### config.mk
export PLATFORM = sky130hd
export DESIGN_NAME = fifo_tx_scheduler
export DESIGN_NICKNAME = d
export VERILOG_FILES = /design/src/rtl/fifo_tx_pkg.sv /design/src/rtl/fifo_tx_gap_timer.sv /design/src/rtl/fifo_tx_scheduler.sv
export SDC_FILE = /design/constraint.sdc
export NUM_CORES = 1
export LEC_CHECK = 0
export BUFFER_PORTS_ARGS = -buffer_cell sky130_fd_sc_hd__buf_2
export CAP_MARGIN = 20
export CORE_ASPECT_RATIO = 0.9
export CORE_MARGIN = 10
export CORE_UTILIZATION = 35
export CTS_CLUSTER_DIAMETER = 30
export DETAILED_ROUTE_END_ITERATION = 16
export PLACE_DENSITY = 0.59
export SLEW_MARGIN = 10
export SYNTH_ARGS = -nofsm -noshare
export SYNTH_HDL_FRONTEND = slang
export SYNTH_SLANG_ARGS = --single-unit
### constraint.sdc
create_clock -name clk -period 1.7 [get_ports clk]
set_input_delay 0.34 -clock clk [delete_from_list [all_inputs] [get_ports clk]]
set_output_delay 0.34 -clock clk [all_outputs]
set_load 0.02 [all_outputs]
### src/rtl/fifo_tx_pkg.sv
// ---------------------------------------------------------------------------
// fifo_tx_pkg
// Shared definitions for the FIFO-to-UART transmit scheduler:
//   - DEFAULT_DATA_WIDTH : default byte width for the FIFO and UART side
//   - ST_*_ENC           : state encodings for the scheduler FSM
//   - state_t            : FSM state enum built from those encodings
//   - gapLoadValue / gapCounterWidth : helpers for sizing the gap timer
// Optional feature macro: FIFO_TX_GAP_EN adds the GAP state.
// ---------------------------------------------------------------------------
package fifo_tx_pkg;

   localparam int DEFAULT_DATA_WIDTH = 8;

   localparam logic [2:0] ST_IDLE_ENC      = 3'd0;
   localparam logic [2:0] ST_POP_ENC       = 3'd1;
   localparam logic [2:0] ST_LATCH_ENC     = 3'd2;
   localparam logic [2:0] ST_START_ENC     = 3'd3;
   localparam logic [2:0] ST_WAIT_DONE_ENC = 3'd4;
   localparam logic [2:0] ST_GAP_ENC       = 3'd5;

`ifdef FIFO_TX_GAP_EN
   typedef enum logic [2:0] {
      ST_IDLE      = ST_IDLE_ENC,
      ST_POP       = ST_POP_ENC,
      ST_LATCH     = ST_LATCH_ENC,
      ST_START     = ST_START_ENC,
      ST_WAIT_DONE = ST_WAIT_DONE_ENC,
      ST_GAP       = ST_GAP_ENC
   } state_t;
`else
   typedef enum logic [2:0] {
      ST_IDLE      = ST_IDLE_ENC,
      ST_POP       = ST_POP_ENC,
      ST_LATCH     = ST_LATCH_ENC,
      ST_START     = ST_START_ENC,
      ST_WAIT_DONE = ST_WAIT_DONE_ENC
   } state_t;
`endif

   // The timer counts down to zero while in GAP, so loading N-1 gives N
   // cycles in GAP. A zero gap request still spends one cycle there.
   function automatic int gapLoadValue(input int gapCycles);
      return (gapCycles > 0) ? gapCycles - 1 : 0;
   endfunction

   // Smallest counter width (at least 1) that can hold the load value.
   function automatic int gapCounterWidth(input int gapCycles);
      int value;
      int width;
      value = gapLoadValue(gapCycles);
      width = 1;
      while ((value >> width) != 0) begin
         width = width + 1;
      end
      return width;
   endfunction

endpackage

### src/rtl/fifo_tx_gap_timer.sv
// ---------------------------------------------------------------------------
// fifo_tx_gap_timer
// Loadable down-counter with a zero flag, used to time the idle gap between
// transmitted bytes. Only instantiated when FIFO_TX_GAP_EN is defined.
// Ports:
//   clk          rising-edge clock
//   reset        synchronous active-high reset, clears the count
//   load_i       load loadValue_i into the counter (has priority over dec_i)
//   dec_i        decrement by one, saturating at zero
//   loadValue_i  value to load
//   zero_o       high while the count is zero
// ---------------------------------------------------------------------------
module fifo_tx_gap_timer #(
   parameter int WIDTH = 4
) (
   input  logic             clk,
   input  logic             reset,
   input  logic             load_i,
   input  logic             dec_i,
   input  logic [WIDTH-1:0] loadValue_i,
   output logic             zero_o
);

   logic [WIDTH-1:0] count_q;

   // Load wins over decrement; decrement stops at zero so a late dec_i
   // can never wrap the counter back up.
   always_ff @(posedge clk) begin
      if (reset) begin
         count_q <= '0;
      end else if (load_i) begin
         count_q <= loadValue_i;
      end else if (dec_i && (count_q != '0)) begin
         count_q <= count_q - 1'b1;
      end
   end

   assign zero_o = (count_q == '0);

endmodule

### src/rtl/fifo_tx_scheduler.sv
// ---------------------------------------------------------------------------
// fifo_tx_scheduler
// Pops bytes from a FIFO one at a time and hands each to a UART transmitter,
// counting completed bytes. Optional macro FIFO_TX_GAP_EN inserts GAP_CYCLES
// idle cycles after every completed byte.
// Ports:
//   clk         rising-edge clock
//   reset       synchronous active-high reset, aborts any transfer
//   enable      permits new FIFO pops when high
//   fifo_empty  FIFO empty flag
//   fifo_dout   FIFO read data, valid the cycle after fifo_rd_en
//   fifo_rd_en  single-cycle FIFO pop strobe
//   tx_ready    UART transmitter idle
//   tx_done     single-cycle UART byte-complete tick
//   tx_start    single-cycle UART load strobe
//   tx_data     byte presented to the UART, held between latches
//   byte_count  completed byte count, wraps silently
//   busy        high whenever the FSM is not in IDLE
// ---------------------------------------------------------------------------
module fifo_tx_scheduler
   import fifo_tx_pkg::*;
#(
   parameter int DATA_WIDTH  = DEFAULT_DATA_WIDTH,
   parameter int GAP_CYCLES  = 16,
   parameter int COUNT_WIDTH = 16
) (
   input  logic                   clk,
   input  logic                   reset,
   input  logic                   enable,
   input  logic                   fifo_empty,
   input  logic [DATA_WIDTH-1:0]  fifo_dout,
   output logic                   fifo_rd_en,
   input  logic                   tx_ready,
   input  logic                   tx_done,
   output logic                   tx_start,
   output logic [DATA_WIDTH-1:0]  tx_data,
   output logic [COUNT_WIDTH-1:0] byte_count,
   output logic                   busy
);

   state_t                 state_q, state_d;
   logic                   rdEn_q, rdEn_d;
   logic                   txStart_q, txStart_d;
   logic [DATA_WIDTH-1:0]  txData_q, txData_d;
   logic [COUNT_WIDTH-1:0] byteCount_q, byteCount_d;

`ifdef FIFO_TX_GAP_EN
   localparam int GAP_W = gapCounterWidth(GAP_CYCLES);
   localparam logic [GAP_W-1:0] GAP_LOAD = GAP_W'(gapLoadValue(GAP_CYCLES));

   logic gapLoad;
   logic gapDec;
   logic gapZero;

   fifo_tx_gap_timer #(
      .WIDTH(GAP_W)
   ) uGapTimer (
      .clk         (clk),
      .reset       (reset),
      .load_i      (gapLoad),
      .dec_i       (gapDec),
      .loadValue_i (GAP_LOAD),
      .zero_o      (gapZero)
   );
`endif

   // Next-state and next-output logic. Strobe outputs are computed one cycle
   // ahead so that they come straight out of flops in the state they belong
   // to. tx_start is armed on the way out of LATCH from the current tx_ready
   // so it can fire in the first START cycle; if the UART is busy, START
   // keeps polling tx_ready and fires one cycle after it rises.
   always_comb begin
      state_d     = state_q;
      rdEn_d      = 1'b0;
      txStart_d   = 1'b0;
      txData_d    = txData_q;
      byteCount_d = byteCount_q;
`ifdef FIFO_TX_GAP_EN
      gapLoad     = 1'b0;
      gapDec      = 1'b0;
`endif
      case (state_q)
         ST_IDLE: begin
            if (enable && !fifo_empty) begin
               state_d = ST_POP;
               rdEn_d  = 1'b1;
            end
         end
         ST_POP: begin
            state_d = ST_LATCH;
         end
         ST_LATCH: begin
            txData_d  = fifo_dout;
            txStart_d = tx_ready;
            state_d   = ST_START;
         end
         ST_START: begin
            if (txStart_q) begin
               state_d = ST_WAIT_DONE;
            end else begin
               txStart_d = tx_ready;
            end
         end
         ST_WAIT_DONE: begin
            // enable is deliberately not looked at here: a byte in flight
            // always completes and is always counted.
            if (tx_done) begin
               byteCount_d = byteCount_q + 1'b1;
`ifdef FIFO_TX_GAP_EN
               gapLoad     = 1'b1;
               state_d     = ST_GAP;
`else
               state_d     = ST_IDLE;
`endif
            end
         end
`ifdef FIFO_TX_GAP_EN
         ST_GAP: begin
            gapDec = 1'b1;
            if (gapZero) begin
               state_d = ST_IDLE;
            end
         end
`endif
         default: begin
            state_d = ST_IDLE;
         end
      endcase
   end

   // Reset clears everything, including a half-finished transfer.
   always_ff @(posedge clk) begin
      if (reset) begin
         state_q     <= ST_IDLE;
         rdEn_q      <= 1'b0;
         txStart_q   <= 1'b0;
         txData_q    <= '0;
         byteCount_q <= '0;
      end else begin
         state_q     <= state_d;
         rdEn_q      <= rdEn_d;
         txStart_q   <= txStart_d;
         txData_q    <= txData_d;
         byteCount_q <= byteCount_d;
      end
   end

   assign fifo_rd_en = rdEn_q;
   assign tx_start   = txStart_q;
   assign tx_data    = txData_q;
   assign byte_count = byteCount_q;
   assign busy       = (state_q != ST_IDLE);

endmodule

==> impl_metrics.py <==
metrics = {
    "status": {
        "status": "complete, no violations",
    },
    "cells_and_area": {
        "post-route-cell-area_um2": 1650,
        "nets": 205,
        "synthToLayoutAreaGrowth_pct": 34.9,
        "layout-drive-gt1-share_pct": 35.1,
        "post-route-util_pct": 48.8,
        "multiInputGateArea_um2": 592,
        "final_common_cell": "buf_2",
        "final_cell_mix": "buf_2, dfxtp_1, nor2_1, buf_4, a21oi_1",
        "fillers": 323,
        "ff_latch_area_um2": 581,
        "diodes": 0,
    },
    "timing": {
        "fin_crit_sh_pct": 95.3,
        "worstMarginPinSlew_ps": 379,
        "rsz0062_at_grt": "false",
        "finalWorstPathRequiredPeriod_ps": 1620,
        "hold_viol_final": 0,
        "skew_ps": 4.86,
        "finalSetupViolations": 0,
        "relSlewSlack_pct": 74.4,
        "fmax_mhz": 617,
        "final-max-slew-violation-count": 0,
    },
    "route": {
        "routedWlPerCell_um": 13.1,
        "drt_pass1_iterations": 4,
        "detail-route-antenna-nets": 0,
        "drc": 0,
        "routed_wl_um": 3080,
        "num_vias": 1139,
        "drt_iter0_drc": 78,
        "avgViaCountPerCell": 4.85,
    },
    "setup_path": {
        "r2r_setup_slack_ps": 80,
        "critical_path_arrival_ps": 1830,
        "crit_fanout": 5,
        "critical_path_class": "flop to flop",
        "crit_path_top_delay_cell": "or4_1",
        "worstPathCellList": "nand4_1 -> or3_4 -> or4_1 -> a21oi_1",
        "cp-end-kind": "flop",
        "worstPathRequired_ps": 1910,
        "max_stage_delay_ps": 470,
        "worst_setup_path_start_kind": "flop",
    },
    "clock_tree": {
        "h-tree-depth": 2,
        "clk_pin_slew_ps": 60,
        "cts_root_buffer": "clkbuf_8",
        "clock_sinks": 29,
        "cts_tree": "yes",
        "cts_buffers": 5,
        "cts_resized": 0,
        "cts_setup_buffers": 0,
        "cts.path.max_buffers": 2,
        "clk_latency_ps": 270,
        "hold_buffers": 0,
    },
    "logic_synthesis": {
        "syn-num-nets": 147,
        "yosys_warnings": 0,
        "synth_ff_type": "dfxtp_1",
        "netlist.area_leader.share_pct": 47.5,
        "avgSynthCellArea_um2": 9.26,
        "syn_area_um2": 1220,
        "yosys.area.top_type": "dfxtp_1",
        "synth.ff_latch_count": 29,
        "syn-instance-count": 132,
        "synthArstFlopShare_pct": 0,
        "synth_area_leaders": "dfxtp_1, mux2i_1, nor2_1",
        "ys_seq_area_share_pct": 47.5,
        "synth_cell_types": 31,
        "synth_edf_count": 0,
    },
    "grt": {
        "grt_pass1_wl_um": 5310,
        "grt_max_degree": 26,
        "antenna_found_initial": 0,
        "overflow": 0,
        "grt_pass1_vias": 1193,
        "track_usage_pct": 10.7,
    },
    "floorplan": {
        "coreArea_um2": 3380,
        "die_w_um": 82.3,
        "rows": 20,
        "ios": 41,
        "start_util_pct": 36.2,
        "fp.dieArea_um2": 6260,
        "die_h_um": 76.1,
    },
    "placement": {
        "port_buffers": 40,
        "place_congestion": 0.798,
        "placed_area_um2": 1560,
        "dp_hpwl_um": 2360,
    },
    "run": {
        "drv_cap": 0,
    },
    "min_path": {
        "hp-class": "primary input to flop",
    },
    "power_and_ir_drop": {
        "ir_drop_v": 0.000413,
        "p_per_area_nw_per_um2": 846,
        "p_leak_uw": 0.000736,
    },
}
metrics by stage:
stage	setup TNS (ps)	std cells	hold slack [ps]	power (uW)	worst slack [ps]
6_report	0	235	303	1390	79.3
3_5_place_dp	0	226	477	880	26.7
2_1_floorplan	-70.9	132	487	830	-70.9
3_3_place_gp	0	226	469	877	55.4
5_1_grt	0	235	309	1470	0.801
4_1_cts	0	234	293	1420	64.0
metal layers:
metal / GRT usage (%) / wire length [um] / up-vias
met3: 6.13 / 314 / 4
met4: 4.42 / 31 / 0
met1: 11.4 / 1290 / 520
li1: - / - / 579
met2: 16.6 / 1440 / 36
met5: 0 / 0 / -
synth_stat cells, types with 2 or more instances:
master    instances
dfxtp_1          29
nor2_1           19
a21oi_1           9
mux2i_1           8
nand3_1           8
or3_1             7
o21ai_0           6
xor2_1            6
nand2_1           5
and4_1            4
clkbuf_1          3
inv_1             3
nand4_1           3
xnor2_1           3
and3_1            2
buf_6             2
worst max-delay path: cells and delay by family (launching register included):
family | cells | cell delay, ps
AO/OA/AOI/OAI | 1 | 150
flip-flops | 1 | 330
AND/OR/NAND/NOR | 3 | 1070
sequential cells by signal, summed over array words and instances, names as in the netlist:
name and count:
byte_count 16, tx_data 8, state_q 3, fifo_rd_en 1, tx_start 1
kinds of logic after synthesis:
kind of cell	count (synthesis)	synth area share [%]
and+or+nand+nor	58	26.6
xor gates and xnor gates	9	6.45
adders and majority gates	1	1.02
muxes	8	6.55
DFF	29	47.5
AOI/OAI and AO/OA	18	7.78
buffers and inverters	9	4.09
power by group:
group,leakage [uW],switching (uW),internal (uW)
logic,0.000456,86.7,67.4
registers,0.000235,9.30,700
clock network,0.0000450,248,283
path summary, 6_finish.rpt:
kind	cells after the start	from	to
worst max-delay path	4	byte_count[6]$_SDFFE_PP0P_	byte_count[15]$_SDFFE_PP0P_
worst min-delay path	3	fifo_dout[5]	tx_data[5]$_SDFFE_PP0N_
worst max register to register	4	byte_count[6]$_SDFFE_PP0P_	byte_count[15]$_SDFFE_PP0P_
worst min register to register	2	tx_data[7]$_SDFFE_PP0N_	tx_data[7]$_SDFFE_PP0N_
final cells by class:
cell class	count	area share, %
Timing Repair Buffer	57	19.9
Multi-Input combinational cell	94	35.9
Tap cell	44	3.34
Clock inverter	2	0.607
Inverter	3	0.683
Clock buffer	6	4.40
Sequential cell	29	35.2
Note: power is estimated with default switching activity, not from simulation.
